<file path="src/rtl/viterbi_ber_monitor_if.sv">
// ============================================================================
// Module   : viterbi_ber_monitor_if
// Brief    : Symbol/decoded-bit stream and BER status bundle for the monitor.
// Revision : 1.0
// ============================================================================
`default_nettype none

interface viterbi_ber_monitor_if #(
  parameter int CNT_W = 11
);
  logic [1:0]       in_sym;
  logic             dec_bit;
  logic             dec_valid;
  logic             start;
  logic             busy;
  logic             done;
  logic [CNT_W-1:0] err_count;
  logic             over_thresh;

  modport master (
    output in_sym, dec_bit, dec_valid, start,
    input  busy, done, err_count, over_thresh
  );

  modport slave (
    input  in_sym, dec_bit, dec_valid, start,
    output busy, done, err_count, over_thresh
  );
endinterface

`default_nettype wire

</file>
<file path="src/rtl/viterbi_ber_monitor.sv">
// ============================================================================
// Module   : viterbi_ber_monitor
// Brief    : Re-encodes decoded bits (rate 1/2, K=3) and counts channel bit
//            errors against the delayed received symbols over a window.
// Revision : 1.0
// ============================================================================
`default_nettype none

module viterbi_ber_monitor #(
  parameter int       WINDOW = 1024,
  parameter int       CNT_W  = 11,
  parameter int       THRESH = 64,
  parameter bit [2:0] G0     = 3'b111,
  parameter bit [2:0] G1     = 3'b101
) (
  input  wire logic            clock,
  input  wire logic            reset,
  viterbi_ber_monitor_if.slave bus
);

  typedef enum logic [1:0] {
    ST_IDLE  = 2'd0,
    ST_COUNT = 2'd1,
    ST_DONE  = 2'd2
  } state_t;

  localparam logic [CNT_W-1:0] c_last   = CNT_W'(WINDOW - 1);
  localparam logic [CNT_W-1:0] c_thresh = CNT_W'(THRESH);

  state_t           r_state;
  state_t           w_next;
  logic [1:0]       r_enc;
  logic [CNT_W-1:0] r_sym;
  logic [CNT_W-1:0] r_err;
  logic             r_over;

  logic [2:0]       w_v;
  logic             w_c0;
  logic             w_c1;
  logic [1:0]       w_diff;
  logic [1:0]       w_e;
  logic [CNT_W-1:0] w_err_next;
  logic             w_last;

  // Re-encode the decoded bit using the encoder history it was produced under.
  assign w_v        = {bus.dec_bit, r_enc};
  assign w_c0       = ^(w_v & G0);
  assign w_c1       = ^(w_v & G1);
  assign w_diff     = bus.in_sym ^ {w_c0, w_c1};
  assign w_e        = {1'b0, w_diff[1]} + {1'b0, w_diff[0]};
  assign w_err_next = r_err + CNT_W'(w_e);
  assign w_last     = (r_sym == c_last);

  always_comb begin
    w_next = r_state;
    case (r_state)
      ST_IDLE:  if (bus.start) w_next = ST_COUNT;
      ST_COUNT: if (bus.dec_valid && w_last) w_next = ST_DONE;
      ST_DONE:  w_next = ST_IDLE;
      default:  w_next = ST_IDLE;
    endcase
  end

  always_ff @(posedge clock) begin
    if (reset) begin
      r_state <= ST_IDLE;
      r_enc   <= 2'b00;
      r_sym   <= '0;
      r_err   <= '0;
      r_over  <= 1'b0;
    end else begin
      r_state <= w_next;
      // Encoder history follows the decoded stream regardless of window state.
      if (bus.dec_valid) r_enc <= {bus.dec_bit, r_enc[1]};
      case (r_state)
        ST_IDLE: begin
          if (bus.start) begin
            r_err  <= '0;
            r_sym  <= '0;
            r_over <= 1'b0;
          end
        end
        ST_COUNT: begin
          if (bus.dec_valid) begin
            r_err <= w_err_next;
            r_sym <= r_sym + CNT_W'(1);
            if (w_last) r_over <= (w_err_next >= c_thresh);
          end
        end
        default: ;
      endcase
    end
  end

  assign bus.busy        = (r_state == ST_COUNT);
  assign bus.done        = (r_state == ST_DONE);
  assign bus.err_count   = r_err;
  assign bus.over_thresh = r_over;

endmodule

`default_nettype wire
</file>
<file path="src/flat_wrapper.sv">
// flat-port wrapper written by rule: the top's interface ports become plain ports
module viterbi_ber_monitor_flat 
#(
  parameter int       WINDOW = 1024,
  parameter int       CNT_W  = 11,
  parameter int       THRESH = 64,
  parameter bit [2:0] G0     = 3'b111,
  parameter bit [2:0] G1     = 3'b101
)
  (clock, reset, bus_in_sym, bus_dec_bit, bus_dec_valid, bus_start, bus_busy, bus_done, bus_err_count, bus_over_thresh);
  viterbi_ber_monitor_if #(.CNT_W(CNT_W)) bus_i ();
  input  wire logic clock;
  input  wire logic reset;
  input wire logic [$bits(bus_i.in_sym)-1:0] bus_in_sym;
  input wire logic [$bits(bus_i.dec_bit)-1:0] bus_dec_bit;
  input wire logic [$bits(bus_i.dec_valid)-1:0] bus_dec_valid;
  input wire logic [$bits(bus_i.start)-1:0] bus_start;
  output wire logic [$bits(bus_i.busy)-1:0] bus_busy;
  output wire logic [$bits(bus_i.done)-1:0] bus_done;
  output wire logic [$bits(bus_i.err_count)-1:0] bus_err_count;
  output wire logic [$bits(bus_i.over_thresh)-1:0] bus_over_thresh;
  assign bus_i.in_sym = bus_in_sym;
  assign bus_i.dec_bit = bus_dec_bit;
  assign bus_i.dec_valid = bus_dec_valid;
  assign bus_i.start = bus_start;
  assign bus_busy = bus_i.busy;
  assign bus_done = bus_i.done;
  assign bus_err_count = bus_i.err_count;
  assign bus_over_thresh = bus_i.over_thresh;
  viterbi_ber_monitor #(.WINDOW(WINDOW), .CNT_W(CNT_W), .THRESH(THRESH), .G0(G0), .G1(G1)) u_core (.clock(clock), .reset(reset), .bus(bus_i));
endmodule
</file>
<file path="config.mk">
export PLATFORM = sky130hd
export DESIGN_NAME = viterbi_ber_monitor_flat
export DESIGN_NICKNAME = d
export VERILOG_FILES = /design/src/rtl/viterbi_ber_monitor_if.sv /design/src/rtl/viterbi_ber_monitor.sv /design/src/flat_wrapper.sv
export SDC_FILE = /design/constraint.sdc
export NUM_CORES = 1
export LEC_CHECK = 0
export CORE_MARGIN = 5
export CORE_UTILIZATION = 53
export CTS_CLUSTER_SIZE = 8
export DETAILED_ROUTE_END_ITERATION = 8
export PLACE_DENSITY = 0.78
export SLEW_MARGIN = 10
export SYNTH_ARGS = -nofsm -noshare
export SYNTH_HDL_FRONTEND = slang
export SYNTH_SLANG_ARGS = --single-unit
</file>
<file path="constraint.sdc">
create_clock -name clock -period 3.05 [get_ports clock]
set_clock_uncertainty 0.2 [all_clocks]
set_input_delay 0.4575 -clock clock [delete_from_list [all_inputs] [get_ports clock]]
set_output_delay 0.4575 -clock clock [all_outputs]
set_load 0.03 [all_outputs]
</file>
# == Yosys cells after proc, flatten, opt, wreduce, memory -nomap -nowiden ==
# Index checks and enable logic that the tools add are counted.
# word_totals
reg_bits,27
output_inout_bits,14
# op_classes
addsub,3
order_cmp,1
n_eq_ne,7
mux,12
n_bitwise,1
n_reduce_logical,8
# op_table
op,count
11-bit one-hot mux with 2 select lines,2
11-bit 2-to-1 mux,3
"11-bit by 1-bit adder with 11-bit output, second input constant",1
11-bit by 2-bit adder with 11-bit output,1
"11-bit by 10-bit == test with 1-bit output, second input constant",1
"11-bit by 7-bit greater-or-equal comparator with 1-bit output, second input constant",1
3-bit XOR reduction,2
2-bit 2-to-1 mux,2
"2-bit by 1-bit != test with 1-bit output, second input constant",2
"2-bit != test, second input constant",2
2-bit one-hot mux with 2 select lines,1
4-bit AND reduction,1
1-bit 2-to-1 mux,3
3-bit AND reduction,1
1-bit by 1-bit adder with 2-bit output,1
"2-bit by 1-bit == test with 1-bit output, second input constant",1
"2-bit == test, second input constant",1
2-bit zero test,1
1-bit one-hot mux with 2 select lines,1
2-bit AND reduction,1
2-bit nonzero test,1
2-bit bitwise XOR,1
1-bit logical AND,1

# == Depth between registers and ports, before layout ==
# depth
word_depth,8
ltp_mapped,9
depth_no_buf,9

# == Least setup slack after synthesis ==
# OpenSTA, ideal clock, no wires.
# synth_timing
path_kind,in2reg
startpoint,input port bus_dec_bit
endpoint,register u_core.r_err[10] (netlist: u_core.bus.err_count[10])
setup_ns,0.088
t_arrival_ns,2.262
path_slack_ns,0.500
cell_stages,9
path_buffers,0
cell_sequence,xor2_1 > xor2_1 > fa_1 > ha_1 > nand3_2 > or4_4 > nor2_2 > nor2_1 > a311oi_2
# synth_via
elab_chain_cells,6
elab_cells_between_ends,7
cone_classes,add/sub: 2; mux: 2; bitwise: 1; reduce/logical: 2
# synth_rtl
element,line_no,rtl
from (decl),flat_wrapper.sv:15,input wire logic [$bits(bus_i.dec_bit)-1:0] bus_dec_bit;
"3-bit XOR reduction, on equally long branches","viterbi_ber_monitor.sv:47, viterbi_ber_monitor.sv:48",
2-bit bitwise XOR *,viterbi_ber_monitor.sv:49,"assign w_diff = bus.in_sym ^ {w_c0, w_c1};"
1-bit by 1-bit adder with 2-bit output *,viterbi_ber_monitor.sv:50,"assign w_e = {1'b0, w_diff[1]} + {1'b0, w_diff[0]};"
11-bit by 2-bit adder with 11-bit output *,viterbi_ber_monitor.sv:51,assign w_err_next = r_err + CNT_W'(w_e);
11-bit 2-to-1 mux *,viterbi_ber_monitor.sv:84,if (bus.dec_valid) begin
11-bit one-hot mux with 2 select lines *,viterbi_ber_monitor.sv:75,case (r_state)
to (signal assigned),viterbi_ber_monitor.sv:85,r_err <= w_err_next;
to (decl),viterbi_ber_monitor.sv:34,logic [CNT_W-1:0] r_err;
# Mark *: on every way between the ends. The rest lies on a longest branch, timed or not. The select of a mux whose other input is x is not followed.
# A chain may end at the register's enable or synchronous reset.

# == Worst setup path after layout ==
# layout_timing
startpoint,input port bus_dec_bit
endpoint,register u_core.r_over (netlist: u_core.bus.over_thresh)
# layout_via
elab_chain_cells,8
elab_cells_between_ends,9
cone_classes,add/sub: 2; order compare: 1; mux: 3; bitwise: 1; reduce/logical: 2
# layout_rtl
element,line_no,rtl
"3-bit XOR reduction, on equally long branches","viterbi_ber_monitor.sv:47, viterbi_ber_monitor.sv:48",
2-bit bitwise XOR *,viterbi_ber_monitor.sv:49,
1-bit by 1-bit adder with 2-bit output *,viterbi_ber_monitor.sv:50,
11-bit by 2-bit adder with 11-bit output *,viterbi_ber_monitor.sv:51,
11-bit by 7-bit greater-or-equal comparator with 1-bit output *,viterbi_ber_monitor.sv:87,if (w_last) r_over <= (w_err_next >= c_thresh);
1-bit 2-to-1 mux *,viterbi_ber_monitor.sv:87,
1-bit 2-to-1 mux *,viterbi_ber_monitor.sv:84,
1-bit one-hot mux with 2 select lines *,viterbi_ber_monitor.sv:75,
to (signal assigned),viterbi_ber_monitor.sv:87,
to (decl),viterbi_ber_monitor.sv:35,logic r_over;
# Marks and branches as above.

==> impl_metrics.toml <==
[sta]
finalCritPeriodShare = 0.927
final.setup.worst_slack_ns = 0.222
layout_min_cycle_time_ns = 2.83
fmaxAchievable_ghz = 0.354
drv_slew = 0
max_slew_margin = 0.623
hold_viol = 0
setup_viol = 0
tns_ns = 0
rsz0062_at_grt = "no"
worst_pin_slew_ns = 0.565

[floorplanning]
dieArea_um2 = 3920
ios = 21
coreArea_um2 = 2710
die_y_um = 62.6
die_x_um = 62.6
num_rows = 19
floorplan.initialDensity = 0.542

[setup_path]
critPathCaptureType = "register"
worstPathRequired_ns = 3.09
cp_data_arrival_time_ns = 2.87
path_max_fanout = 5
cp_top_family = "adder cells"
critPathBufInv = 2
crit_slowest_cell = "clkdlybuf4s50_1"
critPathKind = "in -> reg"
start_kind = "input pin"
path_cells = "clkdlybuf4s50_1, xor2_1, xnor2_1, fa_1, ha_1, nand3_2, buf_4, nor2_1, nor4_1, o32ai_1, a21o_1"
cpPeakStageDelay_ns = 0.49

[status]
status = "finished clean"

[cts]
clk_pin_slew_ns = 0.14
clk-insertion-delay-late_ns = 0.33
cts_sinks = 27
numCtsBuffers = 3
root_buffer = "clkbuf_4"
htree_levels = 1
ctsResizeCount = 0
cts_hold_buffers = 0
cts_tree = "yes"
cts_setup_buffers = 0
cts_buffer_depth = 2

[grt]
gr-usage-met3 = 0.0378
met2_usage = 0.280
antenna_found_initial = 0
grt-ovfl-total = 0
grt_pass1_vias = 1259
grt_pass1_wl_um = 5470
grt-busiest-layer = "met2"
grt_max_degree = 16
grtUsageTotal = 0.165
use_met1 = 0.209

[place]
place_area_um2 = 1690
port_buffers = 20
dp_hpwl_um = 2440
gp_congestion = 0.829
place_ws_ns = -0.124

[worst_hold_path]
hp-class = "reg -> reg"

[cells_and_area]
fin_area_um2 = 1720
antenna_cells = 0
fin_nets = 202
area_growth_pct = 17.1
drive_above_1_share = 0.115

[drt]
antenna_left = 0
wl_per_cell_um = 14.3
drc = 0
drt-initial-drc-count = 69
vias = 1295
drtPass1Iterations = 4
vias_per_cell = 5.83
wirelength_um = 3170

[synth]
avgSynthCellArea_um2 = 8.84
syn_nets = 176
ys_warn_count = 0
synthesis.area_um2 = 1470
ys.flop_type = "dfxtp_1"
ys_seq_elements = 27
ys_async_sr_fraction = 0
syn_inst = 166
synth_cell_types = 45
yosysSeqAreaShare = 0.368
synth_edf_count = 0

[power]
irDropWorstVdd_uv = 339
cellPowerDensity_nw_per_um2 = 365
p_leak_nw = 0.592

[run]
cap_viol_max_count = 0
-- cells by family (layout without fill, tap and decap cells) --
logic type | count (synthesis) | count (layout) | synth area share
xor gates and xnor gates | 13 | 13 | 0.0776
and+or+nand+nor | 80 | 80 | 0.290
DFF | 27 | 27 | 0.368
AOI/OAI and AO/OA | 30 | 30 | 0.148
muxes | 4 | 4 | 0.0290
adders and majority gates | 3 | 3 | 0.0307
buffers and inverters | 9 | 34 | 0.0563
-- where the power goes --
part | internal [mW] | total, mW | leakage (nW) | switching (mW)
Combinational | 0.0473 | 0.105 | 0.356 | 0.0579
Sequential | 0.360 | 0.368 | 0.219 | 0.00819
Clock | 0.0492 | 0.155 | 0.0177 | 0.106
-- cell usage in the layout (no fill, tap or decap), types with 3 or more instances in the layout --
| cell type | instances |
|---|---|
| a21oi_1 | 9 |
| and2_1 | 3 |
| and3_1 | 4 |
| buf_4 | 8 |
| clkbuf_4 | 3 |
| clkdlybuf4s50_1 | 20 |
| dfxtp_1 | 27 |
| nand2_1 | 12 |
| nand2b_1 | 3 |
| nand3_1 | 8 |
| nand4_1 | 5 |
| nor2_1 | 25 |
| nor4_1 | 4 |
| o21ai_0 | 7 |
| o31ai_1 | 3 |
| xnor2_1 | 5 |
| xor2_1 | 8 |
-- synth_stat cells, types with 2 or more instances --
cell	n	share of area
or3_1	2	0.0085
nor3b_1	2	0.010
xnor2_1	5	0.030
and3_1	4	0.017
o31ai_1	3	0.015
mux2i_1	2	0.014
clkbuf_8	4	0.038
nor2_1	25	0.064
o211ai_1	2	0.010
a21oi_1	9	0.031
and2_1	3	0.013
xor2_1	8	0.048
nand2_1	12	0.031
inv_1	2	0.0051
nand2b_1	3	0.013
o21ai_0	7	0.024
nand4_1	5	0.021
dfxtp_1	27	0.37
nor3_1	2	0.0068
ha_1	2	0.017
mux2_2	2	0.015
buf_4	2	0.010
nand3_1	8	0.027
nor4_1	4	0.017
-- final cells by class --
cell class              instances  area, µm²
fillers                       243        991
multi-input cells             130        845
flip-flops and latches         27        541
repair buffers                 28        260
well taps                      31       38.8
clock buffers                   3       22.5
inverters                       2       7.51
clock inverters                 1       5.00
-- final timing paths --
check	cells past startpoint	slack, ns	start	end
setup / recovery	11	0.22	bus_dec_bit	u_core.bus.over_thresh
hold / removal	2	0.32	u_core.r_sym[1]	u_core.r_sym[1]
setup reg to reg	10	0.46	u_core.r_enc[0]	u_core.bus.over_thresh
hold reg to reg	2	0.32	u_core.r_sym[1]	u_core.r_sym[1]
-- per-stage QoR --
stage | hold WS (ns) | total power [mW] | utilization | instances
2_1_floorplan | 0.266 | 0.442 | - | 166
3_3_place_gp | 0.281 | 0.475 | 0.624 | 218
3_5_place_dp | 0.309 | 0.480 | 0.624 | 218
4_1_cts | 0.330 | 0.631 | 0.634 | 222
5_1_grt | 0.358 | 0.657 | 0.634 | 222
6_report | 0.323 | 0.628 | 0.634 | 222
-- sequential cells by signal (all words and copies together), names as in the netlist --
name                    count
u_core.bus.over_thresh      1
u_core.r_state              2
u_core.r_sym               11
u_core.r_enc                2
u_core.bus.err_count       11
-- tightest hold or removal path, stage by stage, from the launching register on --
cell      delay, ns
dfxtp_1        0.36
nand2b_1       0.06
o21ai_0        0.07
-- metal layers --
metal  share of wire  vias up
li1                -      644
met1            0.45      608
met2            0.48       39
met3           0.057        4
met4          0.0082        0
met5               0        -
(Power assumes the default switching activity.)
